--- config.mk ---
export PLATFORM = sky130hd
export DESIGN_NAME = top_no_fifo_flat
export DESIGN_NICKNAME = d
export VERILOG_FILES = /design/src/rtl/top_no_fifo_if.sv /design/src/rtl/top_no_fifo.sv /design/src/flat_wrapper.sv
export SDC_FILE = /design/constraint.sdc
export NUM_CORES = 1
export LEC_CHECK = 0
export ABC_AREA = 1
export BUFFER_PORTS_ARGS = -buffer_cell sky130_fd_sc_hd__buf_2
export CAP_MARGIN = 25
export CORE_MARGIN = 2
export CORE_UTILIZATION = 45
export DETAILED_ROUTE_END_ITERATION = 6
export PLACE_DENSITY = 0.74
export SLEW_MARGIN = 20
export SYNTH_ARGS = -nofsm -noshare
export SYNTH_HDL_FRONTEND = slang
export SYNTH_SLANG_ARGS = --single-unit
--- constraint.sdc ---
create_clock -name clk -period 1.3 [get_ports clk]
set_input_delay 0.39 -clock clk [delete_from_list [all_inputs] [get_ports clk]]
set_output_delay 0.39 -clock clk [all_outputs]
set_load 0.005 [all_outputs]
--- src/rtl/top_no_fifo_if.sv ---
// Streaming handshake bundle for top_no_fifo: upstream valid/data in, downstream valid/data out,
// ready in each direction.
interface top_no_fifo_if #(
   parameter int WIDTH = 8
);
   logic             valid_i;
   logic             ready_i;
   logic [WIDTH-1:0] din;
   logic [WIDTH-1:0] dout;
   logic             ready_o;
   logic             valid_o;

   modport master (
      output valid_i, ready_i, din,
      input  dout, ready_o, valid_o
   );

   modport slave (
      input  valid_i, ready_i, din,
      output dout, ready_o, valid_o
   );
endinterface

--- src/rtl/top_no_fifo.sv ---
// Elastic pipeline of DEPTH skid-buffer stages. Latency is DEPTH-1 edges after accept, and a
// stage holds two words before its registered ready drops, so a stall absorbs 2*DEPTH words.
module top_no_fifo #(
   parameter int WIDTH = 8,
   parameter int DEPTH = 2
) (
   input  logic         clk,
   input  logic         rst,
   top_no_fifo_if.slave bus
);
   logic [DEPTH-1:0] main_v;
   logic [DEPTH-1:0] skid_v;
   logic [WIDTH-1:0] main_d [DEPTH];
   logic [WIDTH-1:0] skid_d [DEPTH];

   // Chains indexed by stage: stage k sees upstream at [k] and downstream ready at [k+1].
   logic [DEPTH:0]   v_chain;
   logic [DEPTH:0]   r_chain;
   logic [WIDTH-1:0] d_chain [DEPTH+1];
   logic [DEPTH-1:0] take;
   logic [DEPTH-1:0] give;

   assign v_chain = {main_v, bus.valid_i};
   assign r_chain = {bus.ready_i, ~skid_v};
   assign take    = v_chain[DEPTH-1:0] & ~skid_v;
   assign give    = main_v & r_chain[DEPTH:1];

   always_comb begin
      d_chain[0] = bus.din;
      for (int k = 0; k < DEPTH; k++) begin
         d_chain[k+1] = main_d[k];
      end
   end

   always_ff @(posedge clk or negedge rst) begin
      if (!rst) begin
         main_v <= '0;
         skid_v <= '0;
         for (int k = 0; k < DEPTH; k++) begin
            main_d[k] <= '0;
            skid_d[k] <= '0;
         end
      end else begin
         for (int k = 0; k < DEPTH; k++) begin
            if (!main_v[k] || give[k]) begin
               // Skid word has priority so order is preserved when main frees up.
               if (skid_v[k]) begin
                  main_v[k] <= 1'b1;
                  main_d[k] <= skid_d[k];
               end else begin
                  main_v[k] <= take[k];
                  if (take[k]) begin
                     main_d[k] <= d_chain[k];
                  end
               end
               skid_v[k] <= skid_v[k] && take[k];
               if (skid_v[k] && take[k]) begin
                  skid_d[k] <= d_chain[k];
               end
            end else if (take[k]) begin
               skid_v[k] <= 1'b1;
               skid_d[k] <= d_chain[k];
            end
         end
      end
   end

   assign bus.ready_o = r_chain[0];
   assign bus.valid_o = main_v[DEPTH-1];
   assign bus.dout    = main_d[DEPTH-1];
endmodule

--- src/flat_wrapper.sv ---
// flat-port wrapper written by rule: the top's interface ports become plain ports
module top_no_fifo_flat 
#(
   parameter int WIDTH = 8,
   parameter int DEPTH = 2
)
  (clk, rst, bus_valid_i, bus_ready_i, bus_din, bus_dout, bus_ready_o, bus_valid_o);
  top_no_fifo_if #(.WIDTH(WIDTH)) bus_i ();
  input  logic clk;
  input  logic rst;
  input wire logic [$bits(bus_i.valid_i)-1:0] bus_valid_i;
  input wire logic [$bits(bus_i.ready_i)-1:0] bus_ready_i;
  input wire logic [$bits(bus_i.din)-1:0] bus_din;
  output wire logic [$bits(bus_i.dout)-1:0] bus_dout;
  output wire logic [$bits(bus_i.ready_o)-1:0] bus_ready_o;
  output wire logic [$bits(bus_i.valid_o)-1:0] bus_valid_o;
  assign bus_i.valid_i = bus_valid_i;
  assign bus_i.ready_i = bus_ready_i;
  assign bus_i.din = bus_din;
  assign bus_dout = bus_i.dout;
  assign bus_ready_o = bus_i.ready_o;
  assign bus_valid_o = bus_i.valid_o;
  top_no_fifo #(.WIDTH(WIDTH), .DEPTH(DEPTH)) u_core (.clk(clk), .rst(rst), .bus(bus_i));
endmodule
==> flow_summary_export.csv <==
group,metric,value,unit
status,outcome,"finished clean",
grt,track_usage,0.168,
timing,hold_viol_final,0,
timing,clock_skew,3.44,ps
place,gp_congestion,0.773,
drt,wirelength,3020,um
clock_tree,clkSlewWorstSetupHoldPaths,70,ps
timing,fmax,793,MHz
synth,syn-cell-area,0.00174,sq mm
grt,met2_usage,0.286,
synth,ys_top_cells_by_area,"dfrtp_1, nand2_1, nand3_1",
drt,firstDrtPassIters,4,
pwr,p_per_area,1630,mW/mm^2
worst_setup_path,worst_path_max_delay_cell,"dfrtp_2",
worst_setup_path,timing_worst_setup_path_type,"reg -> out",
grt,antenna_found_initial,0,
drt,drc,0,
clock_tree,cts_buffer_depth,2,
pwr,worst_ir_drop_vdd,0.000643,V
timing,setup_tns,0,ps
worst_setup_path,cp_max_fo,2,
flow_run,drv_cap,0,
timing,setup_viol,0,
drt,vias,1270,
synth,syn_avg_cell_area,8.08,sq um
timing,worst_pin_slew,353,ps
clock_tree,postCtsHoldBufs,0,
worst_setup_path,cp_cell_sequence,"inv_2 > buf_2",
finish,nets,250,
synth,synth_nets,227,
floorplan,num_rows,22,
grt,gr-total-overflow,0,
worst_setup_path,crit_path_max_incr_delay,420,ps
floorplan,fp.dieH,66.1,um
finish,antenna_cells,0,
clock_tree,cts_tree,"done",
synth,synth_top_area_cell,"dfrtp_1",
drt,antenna_left,0,
grt,use_met3,0.0579,
pwr,static-leakage-power,0.00113,uW
synth,syn_inst,215,
clock_tree,insertion_delay,290,ps
clock_tree,root_buffer,"clkbuf_8",
grt,grt_pass1_wl,5430,um
drt,avgViaCountPerCell,4.43,
synth,synth_warnings,0,
clock_tree,cts_sinks,36,
synth,ys_ff_latch,36,
worst_setup_path,worst_setup_path_end_kind,"primary output",
floorplan,start_util,0.471,
drt,drt_iter0_markers,64,
grt,grt_pass1_vias,1246,
synth,yosys.area.top_type_share,0.518,
worst_setup_path,worst-path-buf-inv,2,
timing,finalMaxSlewViolations,0,
floorplan,die-width,66.1,um
timing,fin_crit_sh,0.969,
place,hpwlAfterDp,2190,um
synth,synth.distinct_cells,14,
grt,busiest_layer,"met2",
timing,rsz0062_at_grt,"no",
timing,fin_ws,39.7,ps
clock_tree,cts_made_buffers,5,
finish,fill_cells,362,
place,port_buffers,21,
synth,ys_seq_area_frac,0.518,
worst_setup_path,critPathArrivalTime,870,ps
floorplan,io_pins,22,
finish,synthToLayoutAreaGrowth,13.1,%
timing,period_minus_slack,1260,ps
clock_tree,htree_levels,2,
floorplan,dieArea,0.00438,sq mm
grt,grt_util_met1,0.189,
timing,slew-limit-headroom,0.764,
grt,grt_max_degree,37,
floorplan,core,0.00369,sq mm
finish,drive_above_1_share,0.213,
worst_setup_path,cp_top_family,"flip-flops",
worst_setup_path,crit_path_start_kind,"flip-flop",
place,place_ws,39.2,ps
worst_hold_path,holdCritPathClass,"in -> async",
worst_setup_path,cp.required,910,ps
drt,routedWlPerCell,10.5,um
[layer usage]
metal / vias to the layer above / part of all wire
li1: 701 / -
met1: 531 / 0.48
met2: 33 / 0.44
met3: 5 / 0.058
met4: 0 / 0.019
met5: - / 0
[Yosys cell counts (all sizes together)]
master / count
buf: 10
o21ai: 1
nand3: 16
nand2: 136
inv: 7
nor2: 9
dfrtp: 36
[power breakdown]
group / internal [uW] / switching, uW
combinational: 310 / 442
sequential: 1440 / 195
clock: 422 / 394
[layout by cell type (no fill, tap or decap)]
| cell | n |
|---|---|
| buf_12 | 1 |
| buf_2 | 21 |
| buf_4 | 4 |
| clkbuf_8 | 6 |
| clkinv_2 | 2 |
| dfrtp_1 | 34 |
| dfrtp_2 | 2 |
| inv_1 | 3 |
| inv_2 | 3 |
| inv_6 | 1 |
| nand2_1 | 132 |
| nand2_2 | 2 |
| nand2_4 | 2 |
| nand3_1 | 16 |
| nor2_1 | 3 |
| nor2_4 | 4 |
| nor2_8 | 2 |
| o21ai_4 | 1 |
[state kept, by name (all words and copies together), names as in the netlist]
| signal | count |
|---|---|
| u_core.skid_d | 16 |
| u_core.skid_v | 2 |
| u_core.bus.dout | 8 |
| u_core.d_chain | 8 |
| u_core.main_v | 2 |
[final cells by class]
class | count | area, sq um | area share
timing repair buffer | 26 | 155 | 0.0789
tap | 48 | 60.1 | 0.0306
inverter | 7 | 31.3 | 0.0159
multi-input combinational | 162 | 723 | 0.368
clock buffer | 6 | 82.6 | 0.0420
clock inverter | 2 | 10.0 | 0.00509
sequential | 36 | 903 | 0.460
[stage by stage]
| stage | std cells | cell area, sq um | hold slack [ps] | power, uW | util |
|---|---|---|---|---|---|
| 6_report | 287 | 1970 | 49.3 | 3200 | 0.533 |
| 5_1_grt | 287 | 1970 | 50.5 | 3460 | 0.533 |
| 4_1_cts | 287 | 1960 | 49.5 | 3260 | 0.533 |
| 3_5_place_dp | 278 | 1860 | 369 | 2400 | 0.505 |
| 3_3_place_gp | 278 | 1860 | 366 | 2370 | 0.505 |
| 2_1_floorplan | 215 | 1740 | 94.4 | 2250 | - |
[logic make-up (layout without fill, tap and decap cells)]
logic type             count (synthesis)  in the layout  synth area share
AOI/OAI and AO/OA                      1              1           0.00936
buffers and inverters                 17             41            0.0655
DFF                                   36             36             0.518
and+or+nand+nor                      161            161             0.407
[worst paths after layout]
check,depth (start not counted),start,slack [ps],to
setup reg to reg,5,u_core.skid_v[0],130,u_core.d_chain[15]
max in group asynchronous,2,rst,1050,u_core.skid_v[0]
hold / removal,2,rst,50,u_core.bus.dout[6]
hold reg to reg,2,u_core.bus.dout[1],470,u_core.bus.dout[1]
min in group clk,3,bus_din[3],350,u_core.skid_d[11]
setup / recovery,2,u_core.skid_v[0],40,bus_ready_o
[timing repair]
item,4_1_cts,5_1_grt
endpoints found under the setup margin,1,11
endpoints found under the hold margin,0,0
buffers inserted,1,0
resized for setup,1,1
No activity file was read; power rests on OpenSTA's default activity.
